`config.mk`:
```
export PLATFORM = sky130hd
export DESIGN_NAME = uart_mem_loader
export DESIGN_NICKNAME = d
export VERILOG_FILES = /design/src/rtl/uart_mem_loader.sv
export SDC_FILE = /design/constraint.sdc
export NUM_CORES = 1
export LEC_CHECK = 0
export BUFFER_PORTS_ARGS = -buffer_cell sky130_fd_sc_hd__buf_2
export CORE_MARGIN = 1
export CORE_UTILIZATION = 30
export CTS_CLUSTER_SIZE = 40
export DETAILED_ROUTE_END_ITERATION = 6
export SLEW_MARGIN = 20
export SYNTH_ARGS = -nofsm -noshare
export SYNTH_HDL_FRONTEND = slang
export SYNTH_SLANG_ARGS = --single-unit
```
`constraint.sdc`:
```
create_clock -name clk -period 4.7 [get_ports clk]
set_input_delay 0 -clock clk [delete_from_list [all_inputs] [get_ports clk]]
set_output_delay 0 -clock clk [all_outputs]
set_load 0.005 [all_outputs]
```
`src/rtl/uart_mem_loader.sv`:
```
// uart_mem_loader
//   Packet sequencer between a UART byte receiver and the SAD processor.
//   Parses the received byte stream into WRITE packets (header, address
//   high/low, length, data burst, XOR checksum) that are written to memory,
//   and single-byte RUN commands that start the processor and wait for it.
//
// Ports
//   clk, rst          system clock, synchronous active-high reset
//   rx_valid/rx_data  one-cycle byte strobe and byte from the UART receiver
//   mem_we/addr/wdata registered memory write port (one strobe per data byte)
//   proc_start        one-cycle processor start pulse
//   proc_done         processor completion strobe (honoured only while waiting)
//   busy              high whenever the sequencer is not idle
//   pkt_ok            one-cycle pulse when a WRITE packet checksum matches
//   err               sticky: [0] checksum, [1] timeout, [2] bad cmd / byte during run
//   clr_err           clears err; a new error in the same cycle still sets its bit
module uart_mem_loader #(
    parameter int          ADDR_WIDTH     = 16,
    parameter int          TIMEOUT_CYCLES = 500000,
    parameter logic [7:0]  CMD_WRITE      = 8'hA5,
    parameter logic [7:0]  CMD_RUN        = 8'h5A
) (
    input  logic                  clk,
    input  logic                  rst,
    input  logic                  rx_valid,
    input  logic [7:0]            rx_data,
    output logic                  mem_we,
    output logic [ADDR_WIDTH-1:0] mem_addr,
    output logic [7:0]            mem_wdata,
    output logic                  proc_start,
    input  logic                  proc_done,
    output logic                  busy,
    output logic                  pkt_ok,
    output logic [2:0]            err,
    input  logic                  clr_err
);

    localparam int TW = $clog2(TIMEOUT_CYCLES + 1);

    typedef enum logic [2:0] {
        S_IDLE, S_AHI, S_ALO, S_LEN, S_DATA, S_CHK, S_START, S_WAIT_DONE
    } state_t;

    state_t                state_q, state_d;
    logic [15:0]           addr_q, addr_d;     // full 16-bit header address
    logic [8:0]            len_q, len_d;       // 1..256
    logic [8:0]            cnt_q, cnt_d;       // data bytes written so far
    logic [7:0]            chk_q, chk_d;
    logic [TW-1:0]         timer_q, timer_d;
    logic [2:0]            err_q, err_d;
    logic                  we_q, we_d;
    logic [ADDR_WIDTH-1:0] waddr_q, waddr_d;
    logic [7:0]            wdata_q, wdata_d;
    logic                  start_q, start_d;
    logic                  ok_q, ok_d;
    logic                  in_pkt;

    always_comb begin
        state_d = state_q;
        addr_d  = addr_q;
        len_d   = len_q;
        cnt_d   = cnt_q;
        chk_d   = chk_q;
        timer_d = '0;
        err_d   = clr_err ? 3'b000 : err_q;
        we_d    = 1'b0;
        waddr_d = waddr_q;
        wdata_d = wdata_q;
        start_d = 1'b0;
        ok_d    = 1'b0;

        in_pkt = (state_q == S_AHI) || (state_q == S_ALO) || (state_q == S_LEN) ||
                 (state_q == S_DATA) || (state_q == S_CHK);

        // Inter-byte timer; a byte arriving on the expiry cycle takes priority.
        if (in_pkt && !rx_valid) begin
            if (timer_q == TW'(TIMEOUT_CYCLES - 1)) begin
                state_d  = S_IDLE;
                err_d[1] = 1'b1;
            end else begin
                timer_d = timer_q + TW'(1);
            end
        end

        case (state_q)
            S_IDLE: begin
                if (rx_valid) begin
                    if (rx_data == CMD_WRITE) begin
                        state_d = S_AHI;
                        chk_d   = 8'h00;
                    end else if (rx_data == CMD_RUN) begin
                        state_d = S_START;
                    end else begin
                        err_d[2] = 1'b1;
                    end
                end
            end
            S_AHI: begin
                if (rx_valid) begin
                    addr_d  = {rx_data, 8'h00};
                    chk_d   = chk_q ^ rx_data;
                    state_d = S_ALO;
                end
            end
            S_ALO: begin
                if (rx_valid) begin
                    addr_d  = {addr_q[15:8], rx_data};
                    chk_d   = chk_q ^ rx_data;
                    state_d = S_LEN;
                end
            end
            S_LEN: begin
                if (rx_valid) begin
                    len_d   = (rx_data == 8'h00) ? 9'd256 : {1'b0, rx_data};
                    cnt_d   = 9'd0;
                    chk_d   = chk_q ^ rx_data;
                    state_d = S_DATA;
                end
            end
            S_DATA: begin
                if (rx_valid) begin
                    we_d    = 1'b1;
                    // Truncation to ADDR_WIDTH gives the required address wrap.
                    waddr_d = addr_q[ADDR_WIDTH-1:0];
                    wdata_d = rx_data;
                    addr_d  = addr_q + 16'd1;
                    cnt_d   = cnt_q + 9'd1;
                    chk_d   = chk_q ^ rx_data;
                    if (cnt_q + 9'd1 == len_q) begin
                        state_d = S_CHK;
                    end
                end
            end
            S_CHK: begin
                if (rx_valid) begin
                    if (rx_data == chk_q) begin
                        ok_d = 1'b1;
                    end else begin
                        err_d[0] = 1'b1;
                    end
                    state_d = S_IDLE;
                end
            end
            S_START: begin
                start_d = 1'b1;
                state_d = S_WAIT_DONE;
                if (rx_valid) begin
                    err_d[2] = 1'b1;
                end
            end
            S_WAIT_DONE: begin
                if (rx_valid) begin
                    err_d[2] = 1'b1;
                end
                if (proc_done) begin
                    state_d = S_IDLE;
                end
            end
            default: state_d = S_IDLE;
        endcase
    end

    always_ff @(posedge clk) begin
        if (rst) begin
            state_q <= S_IDLE;
            addr_q  <= '0;
            len_q   <= '0;
            cnt_q   <= '0;
            chk_q   <= '0;
            timer_q <= '0;
            err_q   <= '0;
            we_q    <= 1'b0;
            waddr_q <= '0;
            wdata_q <= '0;
            start_q <= 1'b0;
            ok_q    <= 1'b0;
        end else begin
            state_q <= state_d;
            addr_q  <= addr_d;
            len_q   <= len_d;
            cnt_q   <= cnt_d;
            chk_q   <= chk_d;
            timer_q <= timer_d;
            err_q   <= err_d;
            we_q    <= we_d;
            waddr_q <= waddr_d;
            wdata_q <= wdata_d;
            start_q <= start_d;
            ok_q    <= ok_d;
        end
    end

    assign mem_we     = we_q;
    assign mem_addr   = waddr_q;
    assign mem_wdata  = wdata_q;
    assign proc_start = start_q;
    assign pkt_ok     = ok_q;
    assign err        = err_q;
    assign busy       = (state_q != S_IDLE);

endmodule

```
# Word-level counts from Yosys, hierarchy flattened
# Cells that the tools add are included.
[op_classes]
n_bitwise = 6
n_eq_ne = 19
add_sub_neg = 3
n_mux = 39
reduce_logical = 24
[ops]
columns = ["cell", "count"]
rows = [
  ["$pmux 16 s3", 1],
  ["$mux 3", 13],
  ["$mux 16", 2],
  ["$mux 8", 4],
  ["$mux 9", 3],
  ["$pmux 3 s8", 1],
  ["$add 19x1->19 const B", 1],
  ["$eq 19x19->1 const B", 1],
  ["$pmux 9 s2", 1],
  ["$add 16x1->16 const B", 1],
  ["$pmux 8 s2", 1],
  ["$eq 3x3->1 const B", 4],
  ["$mux 1", 12],
  ["$ne 2x2->1 const B", 6],
  ["$reduce_and 4->1", 3],
  ["$add 9x1->9 const B", 1],
  ["$eq 9x9->1", 1],
  ["$eq 8x7->1 const B", 1],
  ["$eq 8x8->1", 1],
  ["$eq 8x8->1 const B", 1],
  ["$logic_not 8->1", 1],
  ["$xor 8x8->8", 1],
  ["$eq 3x2->1 const B", 2],
  ["$reduce_bool 2->1", 3],
  ["other kinds (14)", 25],
]
[word_totals]
out_inout_bits = 31
wordCells = 104
reg_bits = 94
input_bits = 13

# Longest topological paths before layout
# Gate-level depths: netlist of run 1.
[depth]
word_depth = 11
depth_mapped = 8
depth_no_buf = 6

# Least setup slack after synthesis of run 1
# No wires, ideal clock.
[synth_timing]
kind = "flip-flop to flip-flop"
from = "reg state_q[1]"
to = "reg chk_q[0]"
setup_slack_ps = 2857
n_path_buf = 1
path_stages_with_launch = 7
setup_time_ps = 128
required_time_ps = 4572
period_less_slack_ps = 1843
arrival_time_ps = 1714
path_cell_list = "dfxtp_1 > buf_6 > or3_2 > or3_1 > a21o_4 > o21ai_1 > a21oi_1"
[synth_between]
elab_chain_cells = 4
elab_cells_between_ends = 12
cone_classes = "eq/ne (7); mux (1); reduce/logical (4)"
[synth_lines]
columns = ["element", "line", "rtl"]
rows = [
  ["from (decl)", "44", "state_t state_q, state_d;"],
  ["from (signal assigned)", "178", "state_q <= state_d;"],
  ["$eq 3x1->1, or another cell as far along", "85", "case (state_q)"],
  ["$reduce_or 4->1 (no source line)", "n/a", ""],
  ["$ne 2x1->1 (no source line) or $reduce_bool 2->1 (tied branches)", "n/a", ""],
  ["$reduce_and 4->1 (no source line)", "n/a", ""],
  ["to (signal assigned)", "182", "chk_q <= chk_d;"],
  ["to (decl)", "48", "logic [7:0] chk_q, chk_d;"],
]
# Parallel ways exist; a longest one is shown, timed or not.
# A chain may end at the register's enable or synchronous reset.

# Worst setup path in the final report of run 1
[layout_timing]
from = "reg state_q[0]"
to = "reg timer_q[12]"
[layout_between]
elab_chain_cells = 8
elab_cells_between_ends = 12
cone_classes = "eq/ne (5); bitwise (1); reduce/logical (6)"
[layout_lines]
columns = ["element", "line", "rtl"]
rows = [
  ["$eq 3x1->1 or $eq 3x2->1 (tied branches)", "72", "in_pkt = (state_q == S_AHI) || (state_q == S_ALO) || (state_q == S_LEN) ||"],
  ["$logic_or 1x1->1 (3 in series)", "72", ""],
  ["$logic_or 1x1->1 *", "73", "(state_q == S_DATA) || (state_q == S_CHK);"],
  ["$logic_and 1x1->1 *", "76", "if (in_pkt && !rx_valid) begin"],
  ["$not 1->1 (no source line) *", "n/a", ""],
  ["$reduce_or 3->1 (no source line) *", "n/a", ""],
  ["to (signal assigned)", "183", "timer_q <= timer_d;"],
  ["to (decl)", "49", "logic [TW-1:0] timer_q, timer_d;"],
]
# Every way passes the cells marked *; elsewhere a longest branch is shown, timed or not.

==> impl_metrics.ini, run 1 <==
[die]
coreArea_um2 = 15100
initial_utilization_pct = 30.5
fp-row-count = 45
dieHeight_um = 126
die_w_um = 126
io_pins = 44
dieArea_um2 = 15900

[placement]
io_buffer_count = 43
dp_hpwl_mm = 7.57
gp_congestion = 0.799

[clock_network]
cts-root-buf = clkbuf_16
cts_resized = 0
clkTransAtPathRegs_ns = 0.07
htree_levels = 3
post-cts-setup-buffers = 0
clk_latency_ns = 0.35
cts_tree = done
cts-buffers-inserted = 9
cts.sinks = 94
clk_path_buf_depth = 2

[drt]
drt_iter0_drc = 325
drcViolationCount = 0
wl_per_cell_um = 14.1
final_antenna_net_count = 0
wl_mm = 11.3
drt_pass1_iterations = 4
vias = 4069
vias_per_cell = 5.09

[global_routing]
grt_max_degree = 30
grtUsageMet3_pct = 3.23
grt_pass1_wl_mm = 18.7
use_met1_pct = 20.2
grt_use_met2_pct = 22.4
top_usage_layer = met2
grtUsageTotal_pct = 14.6
grt-ovfl-total = 0
grt_pass1_vias = 3681
antenna_found_initial = 0

[sta]
fin_crit_sh_pct = 45.1
setup_tns_ns = 0
clock_skew_ns = 0.0105
setup_violations = 0
layout_min_cycle_time_ns = 2.12
tightest_slew_ns = 0.728
fmax_mhz = 472
final_max_slew_viol_count = 0
finalHoldViolCount = 0
relSlewSlack_pct = 51.3
rsz0062_at_grt = no

[hold_path]
min_path_type = input pin to flip-flop
holdPathStages = 3

[worst_setup_path]
critPathLaunchType = flip-flop
cp_slowest_cell = dfxtp_1
cp.required_ns = 4.97
cpPeakStageDelay_ns = 0.77
r2r_cells = 4
worst-setup-path-type = flip-flop to flip-flop
r2r_setup_slack_ns = 2.58
arrival_ns = 2.39
cp_max_fo = 20
end_kind = flip-flop
crit_chain = or3_2 > and3_1 > nand3b_1 > nor2_1

[final_layout]
drive_gt1_share_pct = 12.9
final_util_pct = 34.6
final_net_count = 623
antennaDiodeCount = 0
num-fill-cells = 1600
syn2layout_area_growth_pct = 13.3

[logic_synthesis]
synth_cell_types = 61
yosysSeqAreaShare_pct = 40.7
yosysTopAreaCellShare_pct = 40.7
synth_largest_area_cell = dfxtp_1
yosysWarnings = 0
synth.top_cells.by_area = dfxtp_1 (41%), nand2_1 (7.1%), a21oi_1 (6.7%)
syn_inst = 581
ys_ff_latch = 94
dominantRegCellSynth = dfxtp_1
synth_edf_count = 0
avgSynthCellArea_um2 = 7.96
synthMostInstantiatedCell = dfxtp_1
ys_async_sr_fraction_pct = 0
synthTopCellsByCount = dfxtp_1 (94), nand2_1 (88), nor2_1 (73)
syn-num-nets = 597
synth_area_um2 = 4630

[run_status]
status = finished, final reports clean

[power_and_ir_drop]
p_per_area_nw_per_um2 = 306
p_leak_nw = 1.84
vdd_drop_max_mv = 0.160

[job]
drv_cap = 0
## worst paths after layout
kind                        to         start
hold reg to reg   mem_addr[10]  mem_addr[10]
setup reg to reg   timer_q[12]    state_q[0]
hold / removal    mem_wdata[7]    rx_data[7]
setup / recovery   timer_q[12]    state_q[0]
## critical path, delay by kind of cell, from the launching register on
kind	cells	cell delay, ns
simple gates	4	1.27
flops	1	0.77
## metal layers
layer	part of all wire (%)	routed length, µm	up-vias
li1	-	-	2088
met1	50	5600	1903
met2	45	5100	69
met3	4.1	458	9
met4	1.0	117	0
met5	0	0	-
## timing repair
| item | CTS | global route |
|---|---|---|
| hold buffers | 3 | 0 |
| hold endpoints to repair | 3 | 0 |
| endpoints found under the setup margin | 0 | 0 |
## layout make-up
type                    instances  area, µm²  share of cell area (%)
repair buffers                 51        283                    5.40
inverters                      10       37.5                   0.716
clock inverters                 7       71.3                    1.36
multi-input cells             441       2510                    47.8
well taps                     188        235                    4.49
flip-flops and latches         94       1880                    35.9
clock buffers                   9        225                    4.30
## sequential cells by signal, summed over array words and instances (netlist names)
register / flops
mem_wdata: 8
cnt_q: 9
len_q: 9
timer_q: 19
proc_start: 1
mem_we: 1
addr_q: 16
pkt_ok: 1
err: 3
mem_addr: 16
state_q: 3
chk_q: 8
## kinds of logic after synthesis
| kind of cell | Yosys count | share of synthesized area [%] |
|---|---|---|
| adders and majority gates | 3 | 0.811 |
| xor gates and xnor gates | 37 | 7.00 |
| muxes | 3 | 0.649 |
| DFF | 94 | 40.7 |
| and+or+nand+nor | 260 | 27.5 |
| buffers and inverters | 46 | 5.49 |
| AOI/OAI and AO/OA | 138 | 17.9 |
## where the power goes
group / switching [mW] / total [mW] / internal [mW]
logic: 0.0439 / 0.0629 / 0.0189
registers: 0.00452 / 0.804 / 0.799
clock network: 0.319 / 0.735 / 0.415
total: 0.368 / 1.60 / 1.23
## per-stage QoR
step | setup WS, ns | cells | hold WS, ns | instance area (µm²) | total power, mW
after CTS | 2.57 | 800 | 0.000988 | 5240 | 1.62
final | 2.58 | 800 | 0.00337 | 5240 | 1.60
after floorplan | 2.86 | 581 | 0.136 | 4630 | 0.864
after global routing | 2.33 | 800 | 0.0171 | 5240 | 1.66
after detailed placement | 2.60 | 781 | 0.337 | 4910 | 0.882
after global placement | 2.61 | 781 | 0.328 | 4910 | 0.882
## cell usage in the layout (no fill, tap or decap), drive strengths merged, types with 3 or more instances in the layout
| cell | netlist | final |
|---|---|---|
| a211oi | 5 | 5 |
| a21oi | 62 | 62 |
| a22oi | 9 | 9 |
| a2bb2oi | 3 | 3 |
| a31oi | 8 | 8 |
| a32o | 3 | 3 |
| and2b | 3 | 3 |
| and3 | 6 | 6 |
| and4 | 4 | 4 |
| buf | 13 | 48 |
| clkbuf | 21 | 9 |
| clkinv | 1 | 4 |
| dfxtp | 94 | 94 |
| dlygate4sd3 | 0 | 3 |
| ha | 3 | 3 |
| inv | 9 | 12 |
| mux2i | 3 | 3 |
| nand2 | 88 | 88 |
| nand2b | 6 | 6 |
| nand3 | 18 | 18 |
| nand3b | 8 | 8 |
| nand4 | 13 | 13 |
| nor2 | 73 | 73 |
| nor2b | 6 | 6 |
| nor3 | 5 | 5 |
| nor4 | 5 | 5 |
| nor4b | 3 | 3 |
| o21ai | 32 | 32 |
| o22ai | 3 | 3 |
| or3 | 5 | 5 |
| or4 | 5 | 5 |
| xnor2 | 16 | 16 |
| xor2 | 21 | 21 |
Power figures use the tool's default switching activity.
==> run 2: changes to the inputs <==
clock period = 2 ns   (was 4.7 ns; I/O delays follow)
==> run 2 against run 1 <==
Compared with the run above: count of clock-buffer cells in the layout rose by 1; critical path depth rose by 1; non-clock buffer count rose by 25; design area rose by 3.6%; final cell count rose by 3.1%; global-route usage rose by 0.85 points.
==> impl_metrics.ini, run 2 (synthesis gave the netlist of run 1 again) <==
[run_status]
status = finished, final reports clean

[final_layout]
syn2layout_area_growth_pct = 17.3
final_cell_mix = dfxtp_1 (94), nand2_1 (88), nor2_1 (72)
final_common_cell = dfxtp_1
regMostFlops = timer_q
drive_gt1_share_pct = 16.5
antennaDiodeCount = 0
final_util_pct = 35.8
largest_reg_flops = 19
final_cell_area_um2 = 5430
final_net_count = 648
fin_cells = 825

[die]
coreArea_um2 = 15100
io_pins = 44
die_w_um = 126
dieArea_um2 = 15900
fp-row-count = 45
dieHeight_um = 126
initial_utilization_pct = 30.5

[placement]
dpl.cell_count = 807
dp_hpwl_mm = 8.18
place_area_um2 = 5120
gp_congestion = 0.818
io_buffer_count = 43

[clock_network]
post-cts-setup-buffers = 0
htree_levels = 3
clk_latency_ns = 0.35
cts.sinks = 94
clkTransAtPathRegs_ns = 0.07
clk_path_buf_depth = 2
cts-buffers-inserted = 9
cts-root-buf = clkbuf_16
cts_tree = done

[global_routing]
grtUsageTotal_pct = 15.4
grt_pass1_wl_mm = 19.5
grt_pass1_vias = 3794
grt-ovfl-total = 0
grt_max_degree = 34
antenna_found_initial = 0

[drt]
drcViolationCount = 0
final_antenna_net_count = 0
vias = 4183
drt_iter0_drc = 408
vias_per_cell = 5.07
wl_per_cell_um = 14.1
wl_mm = 11.7
drt_pass1_iterations = 5

[hold_path]
holdPathStages = 2
min-delay-start = rst
min_path_type = input pin to flip-flop
min_to = err[0]

[worst_setup_path]
r2r_setup_slack_ns = 0.09
end_kind = flip-flop
cp.required_ns = 2.24
critPathLaunchType = flip-flop
arrival_ns = 2.15
r2r-end = chk_q[5]
r2r_cells = 5
cp_max_fo = 8
r2r-start = state_q[2]
worst-setup-path-type = flip-flop to flip-flop

[sta]
fin_crit_sh_pct = 95.3
setup_tns_ns = 0
layout_min_cycle_time_ns = 1.91
rsz0062_at_grt = no
final_max_slew_viol_count = 0
relSlewSlack_pct = 64.7
setup_violations = 0
clock_skew_ns = 0.0114
fin_hold_ws_ns = 0.0170
fmax_mhz = 524
tightest_slew_ns = 0.523
finalHoldViolCount = 0

[power_and_ir_drop]
pwr-share-clk_pct = 44.8
power_switching_mw = 0.915
p_per_area_nw_per_um2 = 685
p_leak_nw = 1.96
vdd_drop_max_mv = 0.443
p_seq_share_pct = 50.7
comb_power_share_pct = 4.5
swShare_pct = 24.6
p_int_mw = 2.80

[job]
drv_cap = 0
==> run 2: changes by cell type in the layout (fill, tap and decap cells not counted), sizes merged <==
cell / before / now
buf: 48 / 74
clkinv: 4 / 3
bufinv: 1 / 0
clkbuf: 9 / 10
clkinvlp: 0 / 1
dlygate4sd3: 3 / 2
==> run 2: metrics by stage <==
stage               total power [mW]  setup WS (ns)
finish                          3.72         0.0934
floorplan                       2.03          0.157
global route                    3.85         0.0412
global placement                2.09          0.158
CTS                             3.76          0.102
detailed placement              2.09          0.117
==> run 2: power groups by stage <==
stage	Combinational, mW	Clock [mW]	Sequential, mW
floorplan	0.105	0	1.93
global placement	0.167	0	1.93
detailed placement	0.166	0	1.93
CTS	0.170	1.71	1.88
global route	0.186	1.78	1.88
finish	0.169	1.66	1.88
==> run 2: layout make-up <==
cell class              count  area [µm²]
clock buffers              10         229
fillers                  1588        9720
well taps                 188         235
multi-input cells         441        2510
flip-flops and latches     94        1880
clock inverters             6        53.8
repair buffers             76         480
inverters                  10        37.5
==> run 2: metal layers <==
metal | global-route usage [%] | up-vias | wire length, µm
met1 | 21.9 | 1950 | 5920
met2 | 23.1 | 88 | 5040
met4 | 6.38 | 0 | 189
met5 | 0 | - | 0
met3 | 2.46 | 12 | 525
li1 | - | 2133 | -
==> run 2: how the worst max path moves through the flow <==
stage               cells past startpoint  slack (ns)  startpoint  endpoint
floorplan                               6        0.16  state_q[1]  chk_q[0]
CTS                                     5        0.10  state_q[2]  chk_q[5]
finish                                  5        0.09  state_q[2]  chk_q[5]
detailed placement                      5        0.12  state_q[2]  chk_q[5]
global placement                        5        0.16  state_q[2]  chk_q[5]
global route                            5        0.04  state_q[2]  chk_q[5]
==> run 2: what timing repair did <==
item                                   in CTS  in global routing
endpoints found under the hold margin       2                  0
gates resized for setup                     0                  1
hold buffers                                2                  0
setup endpoints to repair                   0                  1
==> run 2: worst max-delay path: stages (launching register included) <==
cell and delay, ns:
dfxtp_1 0.37, or3_2 0.54, or3_1 0.40, a21o_4 0.26, o21ai_1 0.15, a21oi_1 0.07
